File: config.mk
export PLATFORM = sky130hd
export DESIGN_NAME = pe_tile_array
export DESIGN_NICKNAME = d
export VERILOG_FILES = /design/src/rtl/pe_tile_array_pkg.sv /design/src/rtl/pe_ws_cell.sv /design/src/rtl/pe_tile_array.sv
export SDC_FILE = /design/constraint.sdc
export NUM_CORES = 2
export LEC_CHECK = 0
export CORE_MARGIN = 2
export CORE_UTILIZATION = 60
export CTS_BUF_LIST = sky130_fd_sc_hd__clkbuf_8
export CTS_CLUSTER_DIAMETER = 100
export DETAILED_ROUTE_END_ITERATION = 8
export PLACE_DENSITY_LB_ADDON = 0.3
export SKIP_LAST_GASP = 1
export SLEW_MARGIN = 20
export SYNTH_ARGS = -nofsm -noshare
export SYNTH_HDL_FRONTEND = slang
export SYNTH_SLANG_ARGS = --single-unit
export TNS_END_PERCENT = 30
File: constraint.sdc
create_clock -name clock -period 9.96 [get_ports clock]
set_input_delay 0.996 -clock clock [delete_from_list [all_inputs] [get_ports clock]]
set_output_delay 0.996 -clock clock [all_outputs]
set_load 0.01 [all_outputs]
File: src/rtl/pe_tile_array_pkg.sv
`default_nettype none
// +----------------------------------------------------------------------------+
// | pe_tile_array_pkg                                                          |
// | Default widths and the per-column control bundle shared by the PE tile.   |
// | Rev 1.0 - initial release                                                  |
// +----------------------------------------------------------------------------+
package pe_tile_array_pkg;

    localparam int c_def_rows    = 2;
    localparam int c_def_cols    = 2;
    localparam int c_def_a_w     = 8;
    localparam int c_def_acc_w   = 19;
    localparam int c_def_shift_w = 4;

    typedef struct packed {
        logic                     propagate;
        logic [c_def_shift_w-1:0] shift;
    } pe_ctrl_t;

endpackage
`default_nettype wire

File: src/rtl/pe_ws_cell.sv
`default_nettype none
// +----------------------------------------------------------------------------+
// | pe_ws_cell                                                                 |
// | One weight-stationary PE: double-buffered weights, MAC, registered edges.  |
// | Rev 1.0 - initial release                                                  |
// +----------------------------------------------------------------------------+
module pe_ws_cell
    import pe_tile_array_pkg::*;
#(
    parameter int A_W   = c_def_a_w,
    parameter int ACC_W = c_def_acc_w
) (
    input  logic             clock,
    input  logic             reset,
    input  logic [A_W-1:0]   i_a,
    input  logic [ACC_W-1:0] i_b,
    input  logic [ACC_W-1:0] i_d,
    input  pe_ctrl_t         i_ctrl,
    input  logic             i_valid,
    output logic [A_W-1:0]   o_a,
    output logic [ACC_W-1:0] o_b,
    output logic [ACC_W-1:0] o_c,
    output pe_ctrl_t         o_ctrl,
    output logic             o_valid
);

    logic [ACC_W-1:0] r_w0;
    logic [ACC_W-1:0] r_w1;
    logic [A_W-1:0]   r_out_a;
    logic [ACC_W-1:0] r_out_b;
    logic [ACC_W-1:0] r_out_c;
    pe_ctrl_t         r_ctrl;
    logic             r_valid;

    logic [ACC_W-1:0] w_a_ext;
    logic [ACC_W-1:0] w_active;
    logic [ACC_W-1:0] w_preload;
    logic [ACC_W-1:0] w_mac;

    // Operands are pre-extended to ACC_W, so the low ACC_W bits of the
    // unsigned product equal the wrapped two's-complement result.
    assign w_a_ext   = {{(ACC_W-A_W){i_a[A_W-1]}}, i_a};
    assign w_active  = i_ctrl.propagate ? r_w1 : r_w0;
    assign w_preload = i_ctrl.propagate ? r_w0 : r_w1;
    assign w_mac     = i_b + w_a_ext * w_active;

    always_ff @(posedge clock) begin
        if (reset) begin
            r_w0    <= '0;
            r_w1    <= '0;
            r_out_a <= '0;
            r_out_b <= '0;
            r_out_c <= '0;
            r_ctrl  <= '0;
            r_valid <= 1'b0;
        end else begin
            r_out_a <= i_a;
            r_valid <= i_valid;
            if (i_valid) begin
                r_out_b <= w_mac;
                r_out_c <= w_preload;
                r_ctrl  <= i_ctrl;
                if (i_ctrl.propagate) begin
                    r_w0 <= i_d;
                end else begin
                    r_w1 <= i_d;
                end
            end
        end
    end

    assign o_a     = r_out_a;
    assign o_b     = r_out_b;
    assign o_c     = r_out_c;
    assign o_ctrl  = r_ctrl;
    assign o_valid = r_valid;

endmodule
`default_nettype wire

File: src/rtl/pe_tile_array.sv
`default_nettype none
// +----------------------------------------------------------------------------+
// | pe_tile_array                                                              |
// | ROWS x COLS grid of weight-stationary PEs; a flows east, b/d flow south.   |
// | Rev 1.0 - initial release                                                  |
// +----------------------------------------------------------------------------+
module pe_tile_array
    import pe_tile_array_pkg::*;
#(
    parameter int ROWS    = c_def_rows,
    parameter int COLS    = c_def_cols,
    parameter int A_W     = c_def_a_w,
    parameter int ACC_W   = c_def_acc_w,
    parameter int SHIFT_W = c_def_shift_w
) (
    input  logic                     clock,
    input  logic                     reset,
    input  logic [ROWS*A_W-1:0]      io_in_a,
    input  logic [COLS*ACC_W-1:0]    io_in_b,
    input  logic [COLS*ACC_W-1:0]    io_in_d,
    input  logic [COLS-1:0]          io_in_control_propagate,
    input  logic [COLS*SHIFT_W-1:0]  io_in_control_shift,
    input  logic [COLS-1:0]          io_in_valid,
    output logic [ROWS*A_W-1:0]      io_out_a,
    output logic [COLS*ACC_W-1:0]    io_out_b,
    output logic [COLS*ACC_W-1:0]    io_out_c,
    output logic [COLS-1:0]          io_out_control_propagate,
    output logic [COLS*SHIFT_W-1:0]  io_out_control_shift,
    output logic [COLS-1:0]          io_out_valid
);

    // Index 0 of each chain is the tile edge; the last index is the far edge.
    logic [A_W-1:0]   w_a     [ROWS][COLS+1];
    logic [ACC_W-1:0] w_b     [ROWS+1][COLS];
    logic [ACC_W-1:0] w_d     [ROWS+1][COLS];
    pe_ctrl_t         w_ctrl  [ROWS+1][COLS];
    logic             w_valid [ROWS+1][COLS];

    for (genvar r = 0; r < ROWS; r++) begin : g_edge_row
        assign w_a[r][0]                = io_in_a[r*A_W +: A_W];
        assign io_out_a[r*A_W +: A_W]   = w_a[r][COLS];
    end

    for (genvar c = 0; c < COLS; c++) begin : g_edge_col
        assign w_b[0][c]                = io_in_b[c*ACC_W +: ACC_W];
        assign w_d[0][c]                = io_in_d[c*ACC_W +: ACC_W];
        assign w_ctrl[0][c].propagate   = io_in_control_propagate[c];
        assign w_ctrl[0][c].shift       = io_in_control_shift[c*SHIFT_W +: SHIFT_W];
        assign w_valid[0][c]            = io_in_valid[c];

        assign io_out_b[c*ACC_W +: ACC_W]           = w_b[ROWS][c];
        assign io_out_c[c*ACC_W +: ACC_W]           = w_d[ROWS][c];
        assign io_out_control_propagate[c]          = w_ctrl[ROWS][c].propagate;
        assign io_out_control_shift[c*SHIFT_W +: SHIFT_W] = w_ctrl[ROWS][c].shift;
        assign io_out_valid[c]                      = w_valid[ROWS][c];
    end

    for (genvar r = 0; r < ROWS; r++) begin : g_row
        for (genvar c = 0; c < COLS; c++) begin : g_col
            pe_ws_cell #(
                .A_W   (A_W),
                .ACC_W (ACC_W)
            ) u_cell (
                .clock   (clock),
                .reset   (reset),
                .i_a     (w_a[r][c]),
                .i_b     (w_b[r][c]),
                .i_d     (w_d[r][c]),
                .i_ctrl  (w_ctrl[r][c]),
                .i_valid (w_valid[r][c]),
                .o_a     (w_a[r][c+1]),
                .o_b     (w_b[r+1][c]),
                .o_c     (w_d[r+1][c]),
                .o_ctrl  (w_ctrl[r+1][c]),
                .o_valid (w_valid[r+1][c])
            );
        end
    end

endmodule
`default_nettype wire

After elaboration in Yosys (flattened, before gate mapping)
Index checks and enable logic that the tools add are counted.

Input port bits: 106. Output and inout bits: 104. Bits in registers: 360.

Multiplexer cells: 8. Reductions and logical operators: 8. $add $sub $neg: 4. $mul: 4. Bitwise operators: 4.

Operators with widths (number): $mux 19 (8); $add 19x19->19 (4); $mul 8x19->19 (4); $reduce_and 2->1 (8); $not 1->1 (4).

Longest topological paths before layout
Depth after elaboration: 3. Depth in mapped cells: 25.

By module
A second synthesis with hierarchy kept.

Cells, all modules: 3319. Area total of the unflattened synthesis: 29861.1 um2.

By module, submodules not included: pe_ws_cell (g_row[0].g_col[1].u_cell ...) (area each 7453.4 um2, cells each 829, times used 2, seq. area each 1801.7 um2); pe_ws_cell (g_row[1].g_col[1].u_cell) (area each 7502.2 um2, cells each 836, times used 1, seq. area each 1801.7 um2); pe_ws_cell (g_row[0].g_col[0].u_cell) (area each 7437.1 um2, cells each 823, times used 1, seq. area each 1801.7 um2); pe_tile_array (area each 15.0 um2, cells each 2, times used 1, seq. area each 0.0 um2).

Worst setup path before layout
No wires, ideal clock.

Path type: in2reg. Start: input port io_in_control_propagate[1]. End: register g_row[0].g_col[1].u_cell.r_out_b[16]. Path buffers: 3. Stages on the path: 20. Slack: 3.402 ns. Arrival time: 6.452 ns. Library setup time: 0.106 ns. Data required time: 9.854 ns. Cells stage by stage: buf_2 buf_2 buf_1 mux2_2 and2_1 fa_1 inv_1 fa_1 inv_1 fa_1 fa_1 fa_1 ha_1 o2111ai_1 a21oi_1 o31ai_1 nand2b_1 a31oi_1 or4b_2 o311ai_0.

Word-level cells in the longest chain between the ends: 3.

Ends and longest elaborated chain: start: declaration (line pe_tile_array.sv:21) `input logic [COLS-1:0] io_in_control_propagate,`; $mux 19 (line pe_ws_cell.sv:43) `assign w_active = i_ctrl.propagate ? r_w1 : r_w0;`; $mul 8x19->19 (line pe_ws_cell.sv:45) `assign w_mac = i_b + w_a_ext * w_active;`; $add 19x19->19 (line pe_ws_cell.sv:45); end signal: assignment (line pe_ws_cell.sv:60) `r_out_b <= w_mac;`; end: declaration (line pe_ws_cell.sv:30) `logic [ACC_W-1:0] r_out_b;`.

Every way passes these cells. A chain may end at the register's enable or synchronous reset.

Worst setup path in the final report
Start: input port io_in_control_propagate[0]. End: register g_row[0].g_col[0].u_cell.r_out_b[18].

Word-level cells in the longest chain between the ends: 3.

Ends and longest elaborated chain (line): $mux 19 (pe_ws_cell.sv:43); $mul 8x19->19 (pe_ws_cell.sv:45); $add 19x19->19 (pe_ws_cell.sv:45); end signal: assignment (pe_ws_cell.sv:60); end: declaration (pe_ws_cell.sv:30).

Every way passes these cells.

==> results.json <==
{
  "max_slew_margin_pct": 31.02,
  "die_h_um": 226.0,
  "cts_tree": "yes",
  "p_int_mw": 3.222,
  "finalNonFillerCells": 4071,
  "cp_slowest_cell": "mux2i_1",
  "ctsRootBufferMaster": "clkbuf_8",
  "synthFlopType": "dfxtp_1",
  "cp_slowest_stage_delay_ns": 0.65,
  "synth_fp_nets": 3887,
  "setup_viol": 0,
  "vdd_drop_max_uv": 108.4,
  "syn_inst": 3233,
  "power.density_nw_per_um2": 147.9,
  "syn_area_per_cell_um2": 9.148,
  "worstPathArrival_ns": 6.99,
  "maxCapViolCount": 0,
  "antenna_found_initial": 0,
  "finalClockSkew_ns": 0.02840,
  "grt_overflow_total": 0,
  "synth.area.top_cells": "fa_1 26%, dfxtp_1 24%, ha_1 6.9%, nand2_1 6.5%, mux2i_1 5.6%",
  "worst_setup_path_end_kind": "register",
  "clk_path_buf_depth": 3,
  "run_status": "finished, final reports clean",
  "synth_cell_types": 58,
  "area_growth_pct": 12.78,
  "cp_data_required_time_ns": 10.53,
  "final_nets": 4015,
  "critPathMaxFanout": 42,
  "grt_pass1_wl_mm": 121.2,
  "path_cells": "buf_2 -> buf_4 -> mux2i_1 -> nor2b_1 -> fa_1 -> inv_1 -> fa_1 -> inv_1 -> fa_1 -> fa_1 -> fa_1 -> ha_1 -> o21a_1 -> o21ai_0 -> a21oi_1 -> a211oi_1 -> a21oi_1 -> or3_1 -> a311oi_2",
  "die_w_um": 226.0,
  "synth_area_um2": 29570,
  "tns_ns": 0,
  "pwr-share-comb_pct": 36.7,
  "clkSlewWorstSetupHoldPaths_ns": 0.06,
  "cts_hold_buf": 0,
  "clock_power_share_pct": 30.2,
  "pre_cts_ws_ns": 2.924,
  "setup_slack_ns": 3.544,
  "netSwitchingFraction_pct": 34.68,
  "dp_hpwl_mm": 55.99,
  "cts_sinks": 360,
  "period_share_pct": 64.42,
  "ant_nets": 0,
  "yosys-top-cells-count": "509 x nand2_1, 384 x fa_1, 366 x inv_1",
  "h-tree-depth": 2,
  "synth_warnings": 0,
  "grt_setup_unrepaired": "no",
  "post_cts_buffers": 0,
  "switching_power_mw": 1.710,
  "min_path_type": "reg2reg",
  "antennaDiodeCount": 0,
  "nFillCells": 3841,
  "grt_pass1_vias": 24196,
  "first_pass_iters": 5,
  "leakage_nw": 14.76,
  "core_area_um2": 48750,
  "whs_ns": 0.4653,
  "yosysMostFrequentCell": "nand2_1",
  "crit_top_cell": "fa_1",
  "final_util_pct": 68.42,
  "seq_area_frac_synth_pct": 24.37,
  "place.gp.congestion": 0.9406,
  "dieArea_um2": 51080,
  "total_power_mw": 4.932,
  "wire_per_inst_um": 17.92,
  "hold_viol_final": 0,
  "worst_slew_pin_slew_ns": 1.006,
  "track_usage_pct": 29.95,
  "vias": 22394,
  "place_inst": 3962,
  "grt_max_degree": 101,
  "synth-seq-cells": 360,
  "start_kind": "input port",
  "io_buffers": 209,
  "synth-edff-count": 0,
  "yosysTopAreaCell": "fa_1",
  "slew_violations": 0,
  "min_period_ns": 6.416,
  "synth_top_area_share_pct": 25.99,
  "drt_iter0_drc": 1216,
  "initial_core_util_pct": 60.67,
  "fmax_ghz": 0.1559,
  "layout.area.seq_um2": 7212,
  "numCtsBuffers": 61,
  "design_area_um2": 33360,
  "async_flop_share_pct": 0,
  "core.rowCount": 81,
  "worstSetupPathType": "in2reg",
  "post_cts_resize_count": 0,
  "power_frac_seq_pct": 33.0,
  "insertion_delay_ns": 0.68,
  "vias_per_cell": 5.501,
  "wl_mm": 72.97,
  "io_pins": 210,
  "multi_input_area_um2": 20350,
  "place_area_um2": 31970,
  "drc": 0,
  "final_layout_size_suffix_gt1_share_pct": 5.606
}
power groups by stage:
stage,Combinational (mW),Sequential [mW],Clock (mW)
finish,1.81,1.63,1.49
global route,2.03,1.64,1.58
CTS,1.83,1.63,1.52
detailed placement,1.81,1.66,0
global placement,1.76,1.65,0
floorplan,1.28,1.64,0
final timing paths:
kind	slack, ns	depth (start not counted)	endpoint	from
max	3.54	19	g_row[0].g_col[0].u_cell.o_b[18]$_SDFFE_PP0P_	io_in_control_propagate[0]
min	0.47	2	g_row[1].g_col[1].u_cell.r_w0[8]$_SDFFE_PP0P_	g_row[0].g_col[1].u_cell.o_c[8]$_SDFFE_PP0P_
max reg2reg	3.61	18	g_row[1].g_col[1].u_cell.o_b[18]$_SDFFE_PP0P_	g_row[0].g_col[1].u_cell.o_ctrl[4]$_SDFFE_PP0P_
min reg2reg	0.47	2	g_row[1].g_col[1].u_cell.r_w0[8]$_SDFFE_PP0P_	g_row[0].g_col[1].u_cell.o_c[8]$_SDFFE_PP0P_
state kept, by name (all words and copies together), names as in the netlist:
| signal | flops |
|---|---|
| g_row.g_col.u_cell.o_a | 32 |
| g_row.g_col.u_cell.o_b | 76 |
| g_row.g_col.u_cell.o_c | 76 |
| g_row.g_col.u_cell.o_ctrl | 20 |
| g_row.g_col.u_cell.o_valid | 4 |
| g_row.g_col.u_cell.r_w0 | 76 |
| g_row.g_col.u_cell.r_w1 | 76 |
area by class of cell:
class                           count  share of cell area, %
Multi-Input combinational cell   2344                  61.00
Sequential cell                   360                  21.62
Timing Repair Buffer              225                  6.587
Inverter                          369                  4.152
Clock buffer                       75                  3.095
Tap cell                          664                  2.491
Clock inverter                     34                  1.050
logic make-up after synthesis:
| family | synth area share [%] |
|---|---|
| AO/OA/AOI/OAI | 7.729 |
| XOR/XNOR | 3.169 |
| adder cells (fa/ha/maj) | 32.93 |
| buffers and inverters | 6.837 |
| flip-flops | 24.37 |
| multiplexers | 7.742 |
| AND/OR/NAND/NOR | 17.22 |
critical path: cells and delay by family:
family | cells | cell delay (ns)
adder cells (fa/ha/maj) | 6 | 2.84
AO/OA/AOI/OAI | 6 | 1.30
buffers and inverters | 4 | 0.68
multiplexers | 1 | 0.65
AND/OR/NAND/NOR | 2 | 0.48
layer usage:
metal,vias to the layer above,global-route usage (%),routed length (µm)
li1,10476,-,-
met1,11095,34.96,28620
met2,608,53.82,37200
met3,215,4.085,3250
met4,0,15.17,3903
met5,-,0,0
cell usage in the layout, fill, tap and decap left out, types with 6 or more instances in the layout:
master	Yosys	final
nand2_1	509	509
fa_1	384	384
inv_1	366	383
dfxtp_1	360	356
clkdlybuf4s50_1	0	204
nor2_1	201	201
a21oi_1	185	185
mux2i_1	165	165
ha_1	164	164
nor2b_1	150	149
and2_1	143	143
a211oi_1	94	94
xnor2_1	78	78
clkbuf_8	0	75
nand2b_1	54	54
mux2_2	53	53
o21ai_0	28	28
xor2_1	22	22
a21o_1	18	18
buf_4	2	16
or2_2	13	13
o21a_1	12	12
nor3_1	8	8
o31ai_1	7	7
bufinv_16	0	7
a31oi_1	6	6
No activity file was read; power rests on OpenSTA's default activity.
